File: src/rtl/rv_pipe_pkg.sv
// Shared types for the pipeline sequencing controller.
// FSM state encoding, forwarding select codes and the x0 constant.
package rv_pipe_pkg;

  typedef enum logic [1:0] {
    RUN   = 2'd0,
    LDUSE = 2'd1,
    FLUSH = 2'd2,
    FWAIT = 2'd3
  } pipe_state_t;

  typedef enum logic [1:0] {
    FWD_RF = 2'b00,
    FWD_M  = 2'b01,
    FWD_W  = 2'b10
  } fwd_sel_t;

  localparam logic [4:0] REG_X0 = 5'd0;

  // E producer is one stage closer, so it wins over M.
  function automatic fwd_sel_t fwd_pick(
    input logic e_hit,
    input logic m_hit
  );
    fwd_sel_t sel;
    sel = FWD_RF;
    if (e_hit) begin
      sel = FWD_M;
    end else if (m_hit) begin
      sel = FWD_W;
    end
    return sel;
  endfunction

endpackage

File: src/rtl/rv_hazard_cmp.sv
// One source register against one stage destination.
// Hit when rs is not x0, matches rd, and the stage writes rd.
module rv_hazard_cmp
  import rv_pipe_pkg::*;
(
  input  logic [4:0] i_rs,
  input  logic [4:0] i_rd,
  input  logic       i_reg_write,
  output logic       o_hit
);

  assign o_hit = (i_rs != REG_X0)
              && (i_rs == i_rd)
              && i_reg_write;

endmodule

File: src/rtl/rv_pipe_ctrl.sv
// Stall/flush sequencing and forwarding selects for the 5-stage core.
// RV_HAZARD_FWD_EN enables operand forwarding (load-use bubble only).
module rv_pipe_ctrl
  import rv_pipe_pkg::*;
(
  input  logic       i_clk,
  input  logic       i_reset,
  input  logic [4:0] i_d_rs1,
  input  logic [4:0] i_d_rs2,
  input  logic [4:0] i_e_rd,
  input  logic [4:0] i_m_rd,
  input  logic       i_e_reg_write,
  input  logic       i_m_reg_write,
  input  logic       i_e_mem_read,
  input  logic       i_e_pc_change,
  input  logic       i_f_ack,
  input  logic       i_m_busy,
  output logic       o_f_stall,
  output logic       o_d_stall,
  output logic       o_e_stall,
  output logic       o_m_stall,
  output logic       o_d_flush,
  output logic       o_e_flush,
  output logic       o_w_flush,
  output logic [1:0] o_fwd_rs1,
  output logic [1:0] o_fwd_rs2
);

  pipe_state_t state_q, state_d;

  logic e1_hit, e2_hit;
  logic m1_hit, m2_hit;
  logic ld_use;
  logic stall_hz;
  pipe_state_t hz_state;

  logic f_stall, d_stall;
  logic e_stall, m_stall;
  logic d_flush, e_flush;
  logic w_flush;

  rv_hazard_cmp u_cmp_e1 (
    .i_rs        (i_d_rs1),
    .i_rd        (i_e_rd),
    .i_reg_write (i_e_reg_write),
    .o_hit       (e1_hit)
  );

  rv_hazard_cmp u_cmp_e2 (
    .i_rs        (i_d_rs2),
    .i_rd        (i_e_rd),
    .i_reg_write (i_e_reg_write),
    .o_hit       (e2_hit)
  );

  rv_hazard_cmp u_cmp_m1 (
    .i_rs        (i_d_rs1),
    .i_rd        (i_m_rd),
    .i_reg_write (i_m_reg_write),
    .o_hit       (m1_hit)
  );

  rv_hazard_cmp u_cmp_m2 (
    .i_rs        (i_d_rs2),
    .i_rd        (i_m_rd),
    .i_reg_write (i_m_reg_write),
    .o_hit       (m2_hit)
  );

  assign ld_use = i_e_mem_read
               & (e1_hit | e2_hit);

`ifdef RV_HAZARD_FWD_EN
  assign stall_hz = ld_use;
  assign hz_state = LDUSE;
`else
  // Without forwarding every RAW waits for the write-through regfile.
  assign stall_hz = ld_use
                  | e1_hit | e2_hit
                  | m1_hit | m2_hit;
  assign hz_state = RUN;
`endif

  // FSM state register
  always_ff @(posedge i_clk) begin
    if (i_reset) begin
      state_q <= RUN;
    end else begin
      state_q <= state_d;
    end
  end

  // Next state and stall/flush strobes, by priority
  always_comb begin
    state_d = state_q;
    f_stall = 1'b0;
    d_stall = 1'b0;
    e_stall = 1'b0;
    m_stall = 1'b0;
    d_flush = 1'b0;
    e_flush = 1'b0;
    w_flush = 1'b0;
    if (i_reset) begin
      d_flush = 1'b1;
      e_flush = 1'b1;
      w_flush = 1'b1;
      state_d = RUN;
    end else if (i_m_busy) begin
      f_stall = 1'b1;
      d_stall = 1'b1;
      e_stall = 1'b1;
      m_stall = 1'b1;
      w_flush = 1'b1;
    end else if (i_e_pc_change) begin
      d_flush = 1'b1;
      e_flush = 1'b1;
      state_d = FLUSH;
    end else begin
      unique case (state_q)
        FLUSH: begin
          // Kill the word already in flight.
          d_flush = 1'b1;
          state_d = RUN;
        end
        LDUSE: begin
          state_d = RUN;
        end
        default: begin
          if (stall_hz) begin
            f_stall = 1'b1;
            d_stall = 1'b1;
            e_flush = 1'b1;
            state_d = hz_state;
          end else if (!i_f_ack) begin
            f_stall = 1'b1;
            d_stall = 1'b1;
            e_flush = 1'b1;
            state_d = FWAIT;
          end else begin
            state_d = RUN;
          end
        end
      endcase
    end
  end

  assign o_f_stall = f_stall;
  assign o_d_stall = d_stall;
  assign o_e_stall = e_stall;
  assign o_m_stall = m_stall;
  assign o_d_flush = d_flush;
  assign o_e_flush = e_flush;
  assign o_w_flush = w_flush;

`ifdef RV_HAZARD_FWD_EN
  fwd_sel_t fwd_rs1_q, fwd_rs1_d;
  fwd_sel_t fwd_rs2_q, fwd_rs2_d;

  // Next forwarding selects, loaded as D advances into E
  always_comb begin
    fwd_rs1_d = fwd_rs1_q;
    fwd_rs2_d = fwd_rs2_q;
    if (!e_stall) begin
      if (e_flush) begin
        fwd_rs1_d = FWD_RF;
        fwd_rs2_d = FWD_RF;
      end else begin
        fwd_rs1_d = fwd_pick(e1_hit, m1_hit);
        fwd_rs2_d = fwd_pick(e2_hit, m2_hit);
      end
    end
  end

  // Forwarding select registers
  always_ff @(posedge i_clk) begin
    if (i_reset) begin
      fwd_rs1_q <= FWD_RF;
      fwd_rs2_q <= FWD_RF;
    end else begin
      fwd_rs1_q <= fwd_rs1_d;
      fwd_rs2_q <= fwd_rs2_d;
    end
  end

  assign o_fwd_rs1 = fwd_rs1_q;
  assign o_fwd_rs2 = fwd_rs2_q;
`else
  assign o_fwd_rs1 = FWD_RF;
  assign o_fwd_rs2 = FWD_RF;
`endif

endmodule

File: config.mk
export PLATFORM = sky130hd
export DESIGN_NAME = rv_pipe_ctrl
export DESIGN_NICKNAME = d
export VERILOG_FILES = /design/src/rtl/rv_pipe_pkg.sv /design/src/rtl/rv_hazard_cmp.sv /design/src/rtl/rv_pipe_ctrl.sv
export SDC_FILE = /design/constraint.sdc
export NUM_CORES = 1
export LEC_CHECK = 0
export ABC_CLOCK_PERIOD_IN_PS = 3600
export CORE_MARGIN = 3
export CORE_UTILIZATION = 34
export CTS_CLUSTER_DIAMETER = 80
export CTS_CLUSTER_SIZE = 16
export DETAILED_ROUTE_END_ITERATION = 8
export GPL_ROUTABILITY_DRIVEN = 0
export GPL_TIMING_DRIVEN = 0
export HOLD_SLACK_MARGIN = 0.12
export PLACE_DENSITY = 0.84
export SLEW_MARGIN = 20
export SYNTH_ARGS = -nofsm -noshare
export SYNTH_HDL_FRONTEND = slang
export SYNTH_SLANG_ARGS = --single-unit
export TNS_END_PERCENT = 5
File: constraint.sdc
create_clock -name i_clk -period 3.6 [get_ports i_clk]
set_clock_uncertainty 0.2 [all_clocks]
set_input_delay 0.36 -clock i_clk [delete_from_list [all_inputs] [get_ports i_clk]]
set_output_delay 0.36 -clock i_clk [all_outputs]
set_load 0.1 [all_outputs]
==> flow_summary.json <==
{
  "status": "complete, no violations",
  "peakVddDrop_mv": 0.183,
  "port_buffers": 33,
  "yosysWarnings": 0,
  "synth_edf_count": 0,
  "grt_use_total": 0.162,
  "avgSynthCellArea_um2": 7.41,
  "synth.top_cell.area_share": 0.222,
  "end_kind": "primary output",
  "layout-drive-gt1-share": 0.126,
  "hold_violations": 0,
  "io-pin-count": 39,
  "synth_seq_cells": 2,
  "n_fill_cell": 98,
  "post_cts_resize_count": 3,
  "cts_buffer_depth": 2,
  "htreeDepth": 1,
  "largest_register": "state_q",
  "leakage_nw": 0.333,
  "synthTopCellsByCount": "xnor2_1 (12), xor2_1 (8), buf_4 (6)",
  "start_util": 0.395,
  "via_per_inst": 4.92,
  "yosys.area.top_type": "xnor2_1",
  "cp.required_ns": 3.04,
  "grt_setup_unrepaired": "false",
  "routedWlPerCell_um": 11.8,
  "die_w_um": 43.3,
  "clk_pin_slew_ns": 0.03,
  "fin_crit_sh": 0.931,
  "finalSetupViolations": 0,
  "die_h_um": 43.3,
  "core-area_um2": 1200,
  "drv_cap": 0,
  "timing.fmax_mhz": 298,
  "synth.top_cells.by_area": "xnor2_1 (22%), xor2_1 (15%), buf_4 (9.5%)",
  "yosysUniqueCellTypes": 25,
  "synth_area_um2": 474,
  "grt_pass1_vias": 591,
  "cp.arrival_ns": 2.79,
  "yosysMostFrequentCell": "xnor2_1",
  "layout.nets": 134,
  "hold_path_class": "flop to flop",
  "grt_first_pass_wirelength_mm": 2.32,
  "largest_reg_flops": 2,
  "path_cells": "clkdlybuf4s50_1 -> or4_1 -> nor2_1 -> nor4_1 -> o21ai_1 -> nand3_1 -> a31o_1 -> buf_4 -> dlygate4sd2_1",
  "syn2layout_area_growth_pct": 80.2,
  "via_count": 576,
  "cts_hold_buf": 0,
  "dieArea_um2": 1880,
  "postCtsSetupBuffers": 0,
  "critPathSlowestCell": "dlygate4sd2_1",
  "drtIter0Drc": 5,
  "std_cell_rows": 12,
  "ys_async_sr_fraction": 0,
  "cpPeakStageDelay_ns": 0.58,
  "cp_max_fo": 3,
  "wl_mm": 1.38,
  "placed_area_um2": 836,
  "drtAntennaViolNets": 0,
  "grt_max_degree": 9,
  "ys.flop_type": "dfxtp_1",
  "clock_latency_ns": 0.22,
  "crit_path_start_kind": "primary input",
  "worst_pin_slew_ns": 0.963,
  "total_power_mw": 0.227,
  "synthCells": 64,
  "fin_area_um2": 855,
  "dp_hpwl_mm": 1.19,
  "antenna_found_initial": 0,
  "largestRegisters": "state_q x2",
  "clkSinkCount": 2,
  "antenna_cells": 0,
  "drc": 0,
  "slew-limit-headroom": 0.356,
  "finalCriticalPeriod_ns": 3.35,
  "tritoncts": "done",
  "first_pass_iters": 4,
  "numCtsBuffers": 3,
  "powerDensity_nw_per_um2": 266,
  "grt-ovfl-total": 0,
  "crit_type": "primary input to primary output",
  "root_buffer": "clkbuf_4",
  "yosysSeqAreaShare": 0.0844,
  "slew_violations": 0
}
-- path summary, 6_finish.rpt --
path | cells past startpoint | slack (ns) | from | endpoint
max | 9 | 0.25 | i_d_rs2[2] | o_f_stall
min reg2reg | 2 | 0.27 | state_q[0] | state_q[0]
max reg2reg | 5 | 2.03 | state_q[0] | state_q[0]
min | 2 | 0.27 | state_q[0] | state_q[0]
-- worst max-delay path, delay by kind of cell --
kind                   cells  cell delay [ns]
AOI/OAI and AO/OA          2             0.39
buffers and inverters      3             1.18
and+or+nand+nor            4             0.85
-- final cells by class --
cell class | count | area [µm²] | area share
multi-input combinational | 58 | 399 | 0.467
timing repair buffer | 33 | 327 | 0.382
buffer | 6 | 45.0 | 0.0527
sequential | 2 | 40.0 | 0.0469
clock buffer | 3 | 22.5 | 0.0264
tap | 14 | 17.5 | 0.0205
inverter | 1 | 3.75 | 0.00439
-- per-layer routing --
| metal | wire [µm] | track usage | vias to the layer above |
|---|---|---|---|
| met5 | 0 | 0 | - |
| met4 | 0 | 0.0361 | 0 |
| met3 | 146 | 0.0664 | 0 |
| met2 | 703 | 0.289 | 32 |
| met1 | 532 | 0.179 | 252 |
| li1 | - | - | 292 |
-- kinds of logic after synthesis --
group / count (synthesis) / share of synthesized area
simple gates: 25 / 0.288
xor+xnor: 20 / 0.369
compound gates: 8 / 0.121
buf+inv: 7 / 0.103
flops: 2 / 0.0844
fa+ha+maj: 1 / 0.0264
other cells: 1 / 0.00791
-- metrics by stage --
stage	instances	util	setup WS (ns)	setup TNS, ns	hold WS (ns)
final	117	0.711	0.250	0	0.272
after CTS	117	0.711	0.221	0	0.269
after global routing	117	0.711	0.117	0	0.289
after detailed placement	114	0.696	-0.160	-0.264	0.265
after global placement	114	0.696	-0.144	-0.213	0.260
after floorplan	67	-	0.511	0	0.246
-- power by group --
| part | total [mW] | internal, mW | switching [mW] |
|---|---|---|---|
| sequential | 0.0250 | 0.0241 | 0.000962 |
| clock | 0.0495 | 0.0368 | 0.0127 |
| combinational | 0.153 | 0.0580 | 0.0948 |
-- cell usage in the layout, fill, tap and decap left out --
cell | synthesis | layout
nor2b_2 | 0 | 1
inv_1 | 1 | 1
xor2_1 | 8 | 8
o21ai_1 | 2 | 2
nor3_1 | 1 | 1
a21oi_1 | 1 | 1
or2_2 | 1 | 1
dfxtp_1 | 2 | 2
nor3b_1 | 1 | 1
or4_1 | 3 | 3
clkbuf_4 | 0 | 3
nand3_1 | 5 | 5
dlygate4sd2_1 | 0 | 3
conb_1 | 1 | 4
a31o_1 | 1 | 1
o21bai_1 | 1 | 1
buf_4 | 6 | 6
o21a_1 | 1 | 1
nor2_2 | 1 | 1
nand2_1 | 3 | 3
o22ai_1 | 1 | 1
ha_1 | 1 | 1
nor4_1 | 4 | 4
clkdlybuf4s50_1 | 0 | 30
nand2b_1 | 1 | 1
nor2_1 | 4 | 4
xnor2_1 | 12 | 12
o31ai_2 | 1 | 1
Power figures use the tool's default switching activity.
